--- src/rtl/md_defs.sv ---
// Shared op and FSM state encodings for the multiply/divide unit,
// plus the counter width helper.
package md_defs;

   typedef enum logic [2:0] {
      OP_MULT  = 3'b000,
      OP_MULTU = 3'b001,
      OP_DIV   = 3'b010,
      OP_DIVU  = 3'b011,
      OP_MTHI  = 3'b100,
      OP_MTLO  = 3'b101,
      OP_RSV6  = 3'b110,
      OP_RSV7  = 3'b111
   } md_op_t;

   typedef enum logic {
      ST_IDLE = 1'b0,
      ST_BUSY = 1'b1
   } md_state_t;

   // Bits needed to hold the longer of the two busy durations.
   function automatic int cnt_width(input int a, input int b);
      int m;
      m = (a > b) ? a : b;
      return $clog2(m + 1);
   endfunction

endpackage

--- src/rtl/md_calc.sv ---
// Combinational 64-bit product / quotient-remainder generation, signed and
// unsigned, including the divide-by-zero result.
module md_calc
   import md_defs::*;
(
   input  logic [2:0]  op,
   input  logic [31:0] a,
   input  logic [31:0] b,
   output logic [31:0] hi,
   output logic [31:0] lo
);

   logic        sgn;
   logic [31:0] ma, mb, qm, rm, q, r;
   logic [63:0] pm, prod;

   // Work on magnitudes so signed and unsigned share one datapath; this also
   // makes 0x80000000 / -1 fall out as 0x80000000 with remainder 0.
   assign sgn  = (op == OP_MULT) || (op == OP_DIV);
   assign ma   = (sgn && a[31]) ? (~a + 32'd1) : a;
   assign mb   = (sgn && b[31]) ? (~b + 32'd1) : b;
   assign pm   = {32'b0, ma} * {32'b0, mb};
   assign prod = (sgn && (a[31] ^ b[31])) ? (~pm + 64'd1) : pm;
   assign qm   = (mb == 32'd0) ? 32'd0 : ma / mb;
   assign rm   = (mb == 32'd0) ? 32'd0 : ma % mb;
   assign q    = (sgn && (a[31] ^ b[31])) ? (~qm + 32'd1) : qm;
   assign r    = (sgn && a[31]) ? (~rm + 32'd1) : rm;

   always_comb begin
      hi = 32'd0;
      lo = 32'd0;
      case (op)
         OP_MULT, OP_MULTU: {hi, lo} = prod;
         OP_DIV, OP_DIVU: begin
            if (b == 32'd0) begin
               hi = a;
               lo = 32'hFFFF_FFFF;
            end else begin
               hi = r;
               lo = q;
            end
         end
         default: ;
      endcase
   end

endmodule

--- src/rtl/md_unit.sv ---
// Multiply/divide unit: IDLE/BUSY FSM that latches the result at acceptance,
// holds busy for a fixed latency, then commits HI/LO and pulses done.
module md_unit
   import md_defs::*;
#(
   parameter int MULT_CYCLES = 5,
   parameter int DIV_CYCLES  = 10
) (
   input  logic        clk,
   input  logic        reset,
   input  logic        start,
   input  logic [2:0]  op,
   input  logic [31:0] A,
   input  logic [31:0] B,
   output logic        busy,
   output logic        done,
   output logic [31:0] HI,
   output logic [31:0] LO,
   output md_state_t   dbg_state
);

   localparam int CW = cnt_width(MULT_CYCLES, DIV_CYCLES);

   md_state_t   state;
   logic [CW-1:0] cnt;
   logic [31:0] res_hi, res_lo;
   logic [31:0] calc_hi, calc_lo;

   md_calc u_calc (
      .op (op),
      .a  (A),
      .b  (B),
      .hi (calc_hi),
      .lo (calc_lo)
   );

   assign dbg_state = state;

   // start is honoured only in IDLE; while BUSY every op, MTHI/MTLO included,
   // is dropped and operands are not captured.
   always_ff @(posedge clk or negedge reset) begin
      if (!reset) begin
         state  <= ST_IDLE;
         cnt    <= '0;
         busy   <= 1'b0;
         done   <= 1'b0;
         HI     <= 32'd0;
         LO     <= 32'd0;
         res_hi <= 32'd0;
         res_lo <= 32'd0;
      end else begin
         done <= 1'b0;
         case (state)
            ST_IDLE: begin
               if (start) begin
                  case (md_op_t'(op))
                     OP_MULT, OP_MULTU: begin
                        res_hi <= calc_hi;
                        res_lo <= calc_lo;
                        cnt    <= CW'(MULT_CYCLES);
                        busy   <= 1'b1;
                        state  <= ST_BUSY;
                     end
                     OP_DIV, OP_DIVU: begin
                        res_hi <= calc_hi;
                        res_lo <= calc_lo;
                        cnt    <= CW'(DIV_CYCLES);
                        busy   <= 1'b1;
                        state  <= ST_BUSY;
                     end
                     OP_MTHI: HI <= A;
                     OP_MTLO: LO <= A;
                     default: ;
                  endcase
               end
            end
            ST_BUSY: begin
               if (cnt == CW'(1)) begin
                  HI    <= res_hi;
                  LO    <= res_lo;
                  busy  <= 1'b0;
                  done  <= 1'b1;
                  cnt   <= '0;
                  state <= ST_IDLE;
               end else begin
                  cnt <= cnt - CW'(1);
               end
            end
            default: state <= ST_IDLE;
         endcase
      end
   end

endmodule

--- config.mk ---
export PLATFORM = sky130hd
export DESIGN_NAME = md_unit
export DESIGN_NICKNAME = d
export VERILOG_FILES = /design/src/rtl/md_defs.sv /design/src/rtl/md_calc.sv /design/src/rtl/md_unit.sv
export SDC_FILE = /design/constraint.sdc
export NUM_CORES = 2
export LEC_CHECK = 0
export CAP_MARGIN = 20
export CORE_MARGIN = 3
export CORE_UTILIZATION = 35
export DETAILED_ROUTE_END_ITERATION = 8
export RECOVER_POWER = 100
export SYNTH_ARGS = -nofsm -noshare
export SYNTH_HDL_FRONTEND = slang
export SYNTH_SLANG_ARGS = --single-unit
export TNS_END_PERCENT = 100
--- constraint.sdc ---
create_clock -name clk -period 5.54 [get_ports clk]
set_input_delay 1.662 -clock clk [delete_from_list [all_inputs] [get_ports clk]]
set_output_delay 1.662 -clock clk [all_outputs]
set_load 0.01 [all_outputs]
==> After elaboration in Yosys (flattened, before gate mapping) <==
Cells that the tools add are included.
{ "word_totals": {"reg_bits": 135, "input_bits": 70} }
{ "op_classes": {"addsub": 6, "multipliers": 1, "div_mod_pow": 2, "eq_ne": 12, "mux": 33, "bitwise_logic": 7, "reduce_logical": 15} }
{ "ops": {"columns": ["operator", "count"], "rows": [
  ["two-way mux 32 bit", 16],
  ["adder 32 x 1 -> 32 bit (second input constant)", 4],
  ["NOT 32 bit", 4],
  ["one-hot mux 32 bit (2 select lines)", 2],
  ["adder 64 x 1 -> 64 bit (second input constant)", 1],
  ["zero test 32 bit", 2],
  ["multiplier 32 x 32 -> 64 bit", 1],
  ["two-way mux 64 bit", 1],
  ["NOT 64 bit", 1],
  ["divider 32 x 32 -> 32 bit", 1],
  ["modulo 32 x 32 -> 32 bit", 1],
  ["one-hot mux 4 bit (2 select lines)", 2],
  ["AND reduction 3 bit", 4],
  ["two-way mux 1 bit", 8],
  ["two-way mux 4 bit", 2],
  ["equality test 3 x 2 -> 1 bit (second input constant)", 2],
  ["equality test 3 bit (second input constant)", 2],
  ["!= test 2 x 1 -> 1 bit (second input constant)", 3],
  ["equality test 4 x 1 -> 1 bit (second input constant)", 1],
  ["!= test 2 bit (second input constant)", 2],
  ["one-hot mux 1 bit (2 select lines)", 2],
  ["OR reduction 2 bit", 2],
  ["OR reduction 4 bit", 1],
  ["subtractor 4 x 1 -> 4 bit (second input constant)", 1],
  ["other kinds (8)", 10]
]} }

==> Depth between registers and ports, before layout <==
{ "depth": {"ltp_word": 11, "ltp_mapped": 393, "mapped_depth_nobuf": 356} }

==> Hierarchy <==
A second synthesis with hierarchy kept.
{ "unflattened": {"cells_unflattened": 10215, "hier_area_um2": 76838.7} }
{ "modules_own_cells": {"columns": ["mod", "n_inst", "cells_per_inst", "area_each_um2", "seq_area_each_um2"], "rows": [
  ["md_calc", 1, 9750, 70969.3, 0.0],
  ["md_unit", 1, 465, 5869.4, 3378.2]
]} }

==> Worst setup path after synthesis <==
No wires, ideal clock.
{ "synth_path": {"path_kind": "input port to flip-flop", "from": "input B[0]", "to": "register res_hi[23]", "setup_time_ns": 0.076, "t_arrival_ns": 81.054, "required_time_ns": 5.464, "path_slack_ns": -75.591, "stages": 348, "path_cell_list": "buf_2 -> inv_1 -> clkbuf_1 -> ha_1 -> nor4b_1 -> nand4_1 -> nor3_1 -> mux2_2 -> nor4_1 -> buf_2 -> nand3_2 -> buf_2 -> o31ai_2 -> nand2_1 -> ha_1 -> o21a_1 -> o211ai_1 -> nor3_2 -> (+312 left out) -> nand4_1 -> or4_1 -> nor3_1 -> nor4_1 -> o31ai_1 -> a31oi_1 -> nand3_1 -> o22ai_1 -> or3_1 -> nor4_4 -> and3_1 -> and4_1 -> and4_1 -> buf_2 -> nor2b_1 -> a2bb2oi_1 -> o221ai_1 -> o21ai_1"} }
{ "synth_between": {"elab_chain_len": 10, "elab_cells_between_ends": 16} }
{ "synth_lines": {"columns": ["element", "line", "source"], "rows": [
  ["start: declaration", "md_unit.sv:14", "input logic [31:0] B,"],
  ["NOT 32 bit", "md_calc.sv:21", "assign mb = (sgn && b[31]) ? (~b + 32'd1) : b;"],
  ["adder 32 x 1 -> 32 bit", "md_calc.sv:21", null],
  ["two-way mux 32 bit", "md_calc.sv:21", null],
  ["modulo 32 x 32 -> 32 bit or zero test 32 bit (tied branches)", "md_calc.sv:25", "assign rm = (mb == 32'd0) ? 32'd0 : ma % mb;"],
  ["two-way mux 32 bit", "md_calc.sv:25", null],
  ["NOT 32 bit", "md_calc.sv:27", "assign r = (sgn && a[31]) ? (~rm + 32'd1) : rm;"],
  ["adder 32 x 1 -> 32 bit", "md_calc.sv:27", null],
  ["two-way mux 32 bit", "md_calc.sv:27", null],
  ["two-way mux 32 bit", "md_calc.sv:35", "if (b == 32'd0) begin"],
  ["two-way mux 32 bit *", null, null],
  ["end signal: assignment", "md_unit.sv:58", "res_hi <= calc_hi;"],
  ["end signal: assignment", "md_unit.sv:65", "res_hi <= calc_hi;"],
  ["end: declaration", "md_unit.sv:26", "logic [31:0] res_hi, res_lo;"]
]} }
Every way passes the cells marked *; elsewhere a longest branch is shown, timed or not.
A chain may end at the register's enable or synchronous reset.

==> Worst setup path after layout <==
{ "layout_path": {"from": "input B[2]", "to": "register res_hi[28]"} }
The elaborated chain is that of the path after synthesis.

==> impl_metrics.csv <==
group,metric,value,unit
placement,io_buffers,136,
clock_network,cts_hold_buf,0,
clock_network,clkTransAtPathRegs,70,ps
synth,synth-edff-count,0,
synth,synth_cell_types,111,
routing,drt-vias-per-instance,5.69,
cells_and_area,finish.utilization,54.1,%
clock_network,cts.sinks,135,
synth,ys_ff_latch,135,
synth,syn-num-nets,11800,
floorplanning,die_height,469,um
synth,synth.avg_cell_area,7.45,sq um
sta,tightest_slew,2490,ps
cells_and_area,syn2layout_area_growth,53.5,%
sta,relSlewSlack,-66.0,%
status,status,"finished, violations left",
setup_path,end_kind,"flip-flop",
setup_path,critPathMostFrequentCell,"buf_4",
setup_path,slowest_stage,"or4_4",
worst_hold_path,holdPathStages,2,
floorplanning,initial_core_util,35.3,%
global_routing,first_global_vias,92900,
setup_path,cp.required,5880,ps
worst_hold_path,worstHoldPathType,"flip-flop to flip-flop",
status,violations,"capacitance limit, slew limit, setup timing",
setup_path,cp.arrival,69520,ps
sta,final-hold-violation-count,0,
synth,seq_area_frac_synth,4.51,%
global_routing,antenna_found_initial,30,
sta,rsz0062_at_grt,"true",
routing,dr.pass1.iters,9,
clock_network,numCtsBuffers,17,
synth,synth.area.top_cells,"fa_1 (24%), ha_1 (13%), nand2_1 (7.7%)",
routing,drcViolationCount,0,
routing,dr.first_iter.drc_count,8612,
routing,postRouteWirelength,447,mm
routing,num_vias,92800,
clock_network,clockBufferDepth,2,
clock_network,clock_latency,450,ps
sta,slew_violations,171,
routing,wl_per_cell,27.4,um
floorplanning,ios,137,
setup_path,reg2reg_depth,4,
job,drv_cap,5,
global_routing,grt_overflow,0,
sta,final.setup.tns,-4037450,ps
cells_and_area,fill_cells,20300,
cells_and_area,drive_gt1_share,36.8,%
global_routing,grt_usage,39.2,%
synth,synth_top_area_cell,"fa_1",
clock_network,cts_root_buf,"clkbuf_16",
cells_and_area,final_nets,15200,
synth,ys_warn_count,0,
placement,hpwl,365,mm
routing,drtAntennaViolNets,0,
sta,fmax,14.5,MHz
floorplanning,dieArea,220000,sq um
synth,synthesis.instances,10100,
clock_network,htree_levels,4,
setup_path,critPathLaunchType,"input port",
synth,syn_area,74900,sq um
sta,fin_ws,-63650,ps
sta,skew,12.4,ps
global_routing,grt_max_degree,88,
setup_path,critPathKind,"input port to flip-flop",
synth,yosys.area.top_type_share,24.0,%
global_routing,grt_pass1_wl,631,mm
floorplanning,chipWidth,469,um
setup_path,cp_max_fo,12,
sta,min_period_over_period,1250,%
floorplanning,fp-row-count,169,
synth,async_flop_share,100,%
sta,period_minus_slack,69190,ps
floorplanning,core,213000,sq um
clock_network,cts_tree,"done",
setup_path,cpPeakStageDelay,620,ps
placement,gp_congestion,1.06,
sta,finalSetupViolCount,64,
synth,ys.flop_type,"dfrtp_1",
==> registers in the layout, indices dropped and copies added (netlist names) <==
register / count
HI: 32
LO: 32
res_hi: 32
res_lo: 32
cnt: 4
busy: 1
dbg_state: 1
done: 1
==> stage by stage <==
step / area, sq um / instances / hold WS (ps) / setup WS [ps]
detailed placement: 106000 / 16000 / 470 / -69860
finish: 115000 / 16300 / 484 / -63650
global route: 115000 / 16300 / 513 / -65570
global placement: 106000 / 16000 / 465 / -69520
floorplan: 77500 / 10100 / 444 / -62520
CTS: 109000 / 16100 / 486 / -64060
==> Yosys cell counts, types with 23 or more instances <==
library cell	count
and2_1	65
fa_1	897
buf_2	29
mux2i_1	32
or2_2	61
nor3_1	193
clkbuf_1	328
a211oi_1	79
a21o_1	186
o22ai_1	44
a31oi_1	123
ha_1	804
nor2b_1	104
nand2b_1	69
buf_1	48
nand2_1	1535
xnor2_1	363
inv_1	1148
a31o_2	23
mux2_2	34
o21a_1	126
a21boi_0	32
nor2_1	944
o21bai_1	57
or3_1	80
xor2_1	233
dfrtp_1	135
a211o_1	37
o211ai_1	69
nand4_1	87
a21oi_1	716
nor4_1	50
nand3_1	178
and3_1	60
and4_1	28
o21ai_0	493
o31ai_1	53
o2111ai_1	24
==> layout make-up <==
| class | count | area (sq um) | share of cell area, % |
|---|---|---|---|
| inverters | 1179 | 4450 | 3.86 |
| clock inverters | 13 | 111 | 0.0968 |
| flip-flops and latches | 135 | 3380 | 2.94 |
| clock buffers | 19 | 443 | 0.385 |
| multi-input cells | 8327 | 72800 | 63.3 |
| well taps | 2821 | 3530 | 3.07 |
| diodes | 8 | 20.0 | 0.0174 |
| repair buffers | 3805 | 30300 | 26.3 |
==> cells in the final DEF, fill, tap and decap left out, types with 93 or more instances in the layout <==
master,netlist,final
a21o_1,186,179
a21oi_1,716,558
a21oi_2,2,131
a31oi_1,123,93
buf_4,4,3474
buf_6,6,113
dfrtp_1,135,135
fa_1,897,897
ha_1,804,667
ha_4,0,107
inv_1,1148,1130
nand2_1,1535,1466
nand3_1,178,146
nor2_1,944,861
nor2b_1,104,95
nor3_1,193,143
o21a_1,126,120
o21ai_0,493,307
o21ai_1,13,120
xnor2_1,363,333
xor2_1,233,217
==> cells by family after synthesis <==
kind of cell | count (synthesis) | share of synthesized area, %
adder cells (fa/ha/maj) | 1701 | 37.4
flip-flops | 135 | 4.51
AO/OA/AOI/OAI | 2386 | 20.5
buffers and inverters | 1594 | 8.11
XOR/XNOR | 596 | 6.97
multiplexers | 67 | 0.969
AND/OR/NAND/NOR | 3577 | 21.6
==> critical path: cells and delay by family <==
family / cells / cell delay (ps)
simple gates: 110 / 21070
buf+inv: 51 / 7920
fa+ha+maj: 31 / 8350
compound gates: 141 / 28040
xor+xnor: 2 / 450
mux: 6 / 1750
==> timing repair <==
action                     4_1_cts  5_1_grt
gates resized for setup        354      981
cloned                           1        5
pin swaps                      166      481
setup buffers                   86      223
setup endpoints to repair       64       64
==> metal layers <==
| metal | up-vias | GRT usage [%] | routed length [um] |
|---|---|---|---|
| met2 | 4825 | 60.9 | 192000 |
| met4 | 26 | 26.8 | 39000 |
| met3 | 1504 | 6.94 | 40100 |
| met1 | 45500 | 49.7 | 175000 |
| met5 | - | 0 | 228 |
| li1 | 41000 | - | - |
==> worst paths after layout <==
path | startpoint | to | slack [ps]
worst max-delay path | B[2] | res_hi[28] | -63650
worst min-delay path | res_lo[10] | res_lo[10] | 480
worst max register to register | dbg_state | LO[8] | 1270
worst min register to register | res_lo[10] | res_lo[10] | 480
max in group asynchronous | reset | LO[12] | 900
min in group asynchronous | reset | LO[23] | 1970
Power is left out: the tool's default activity adds up to more than one toggle a clock period on the data nets, which glitch-free logic cannot reach.
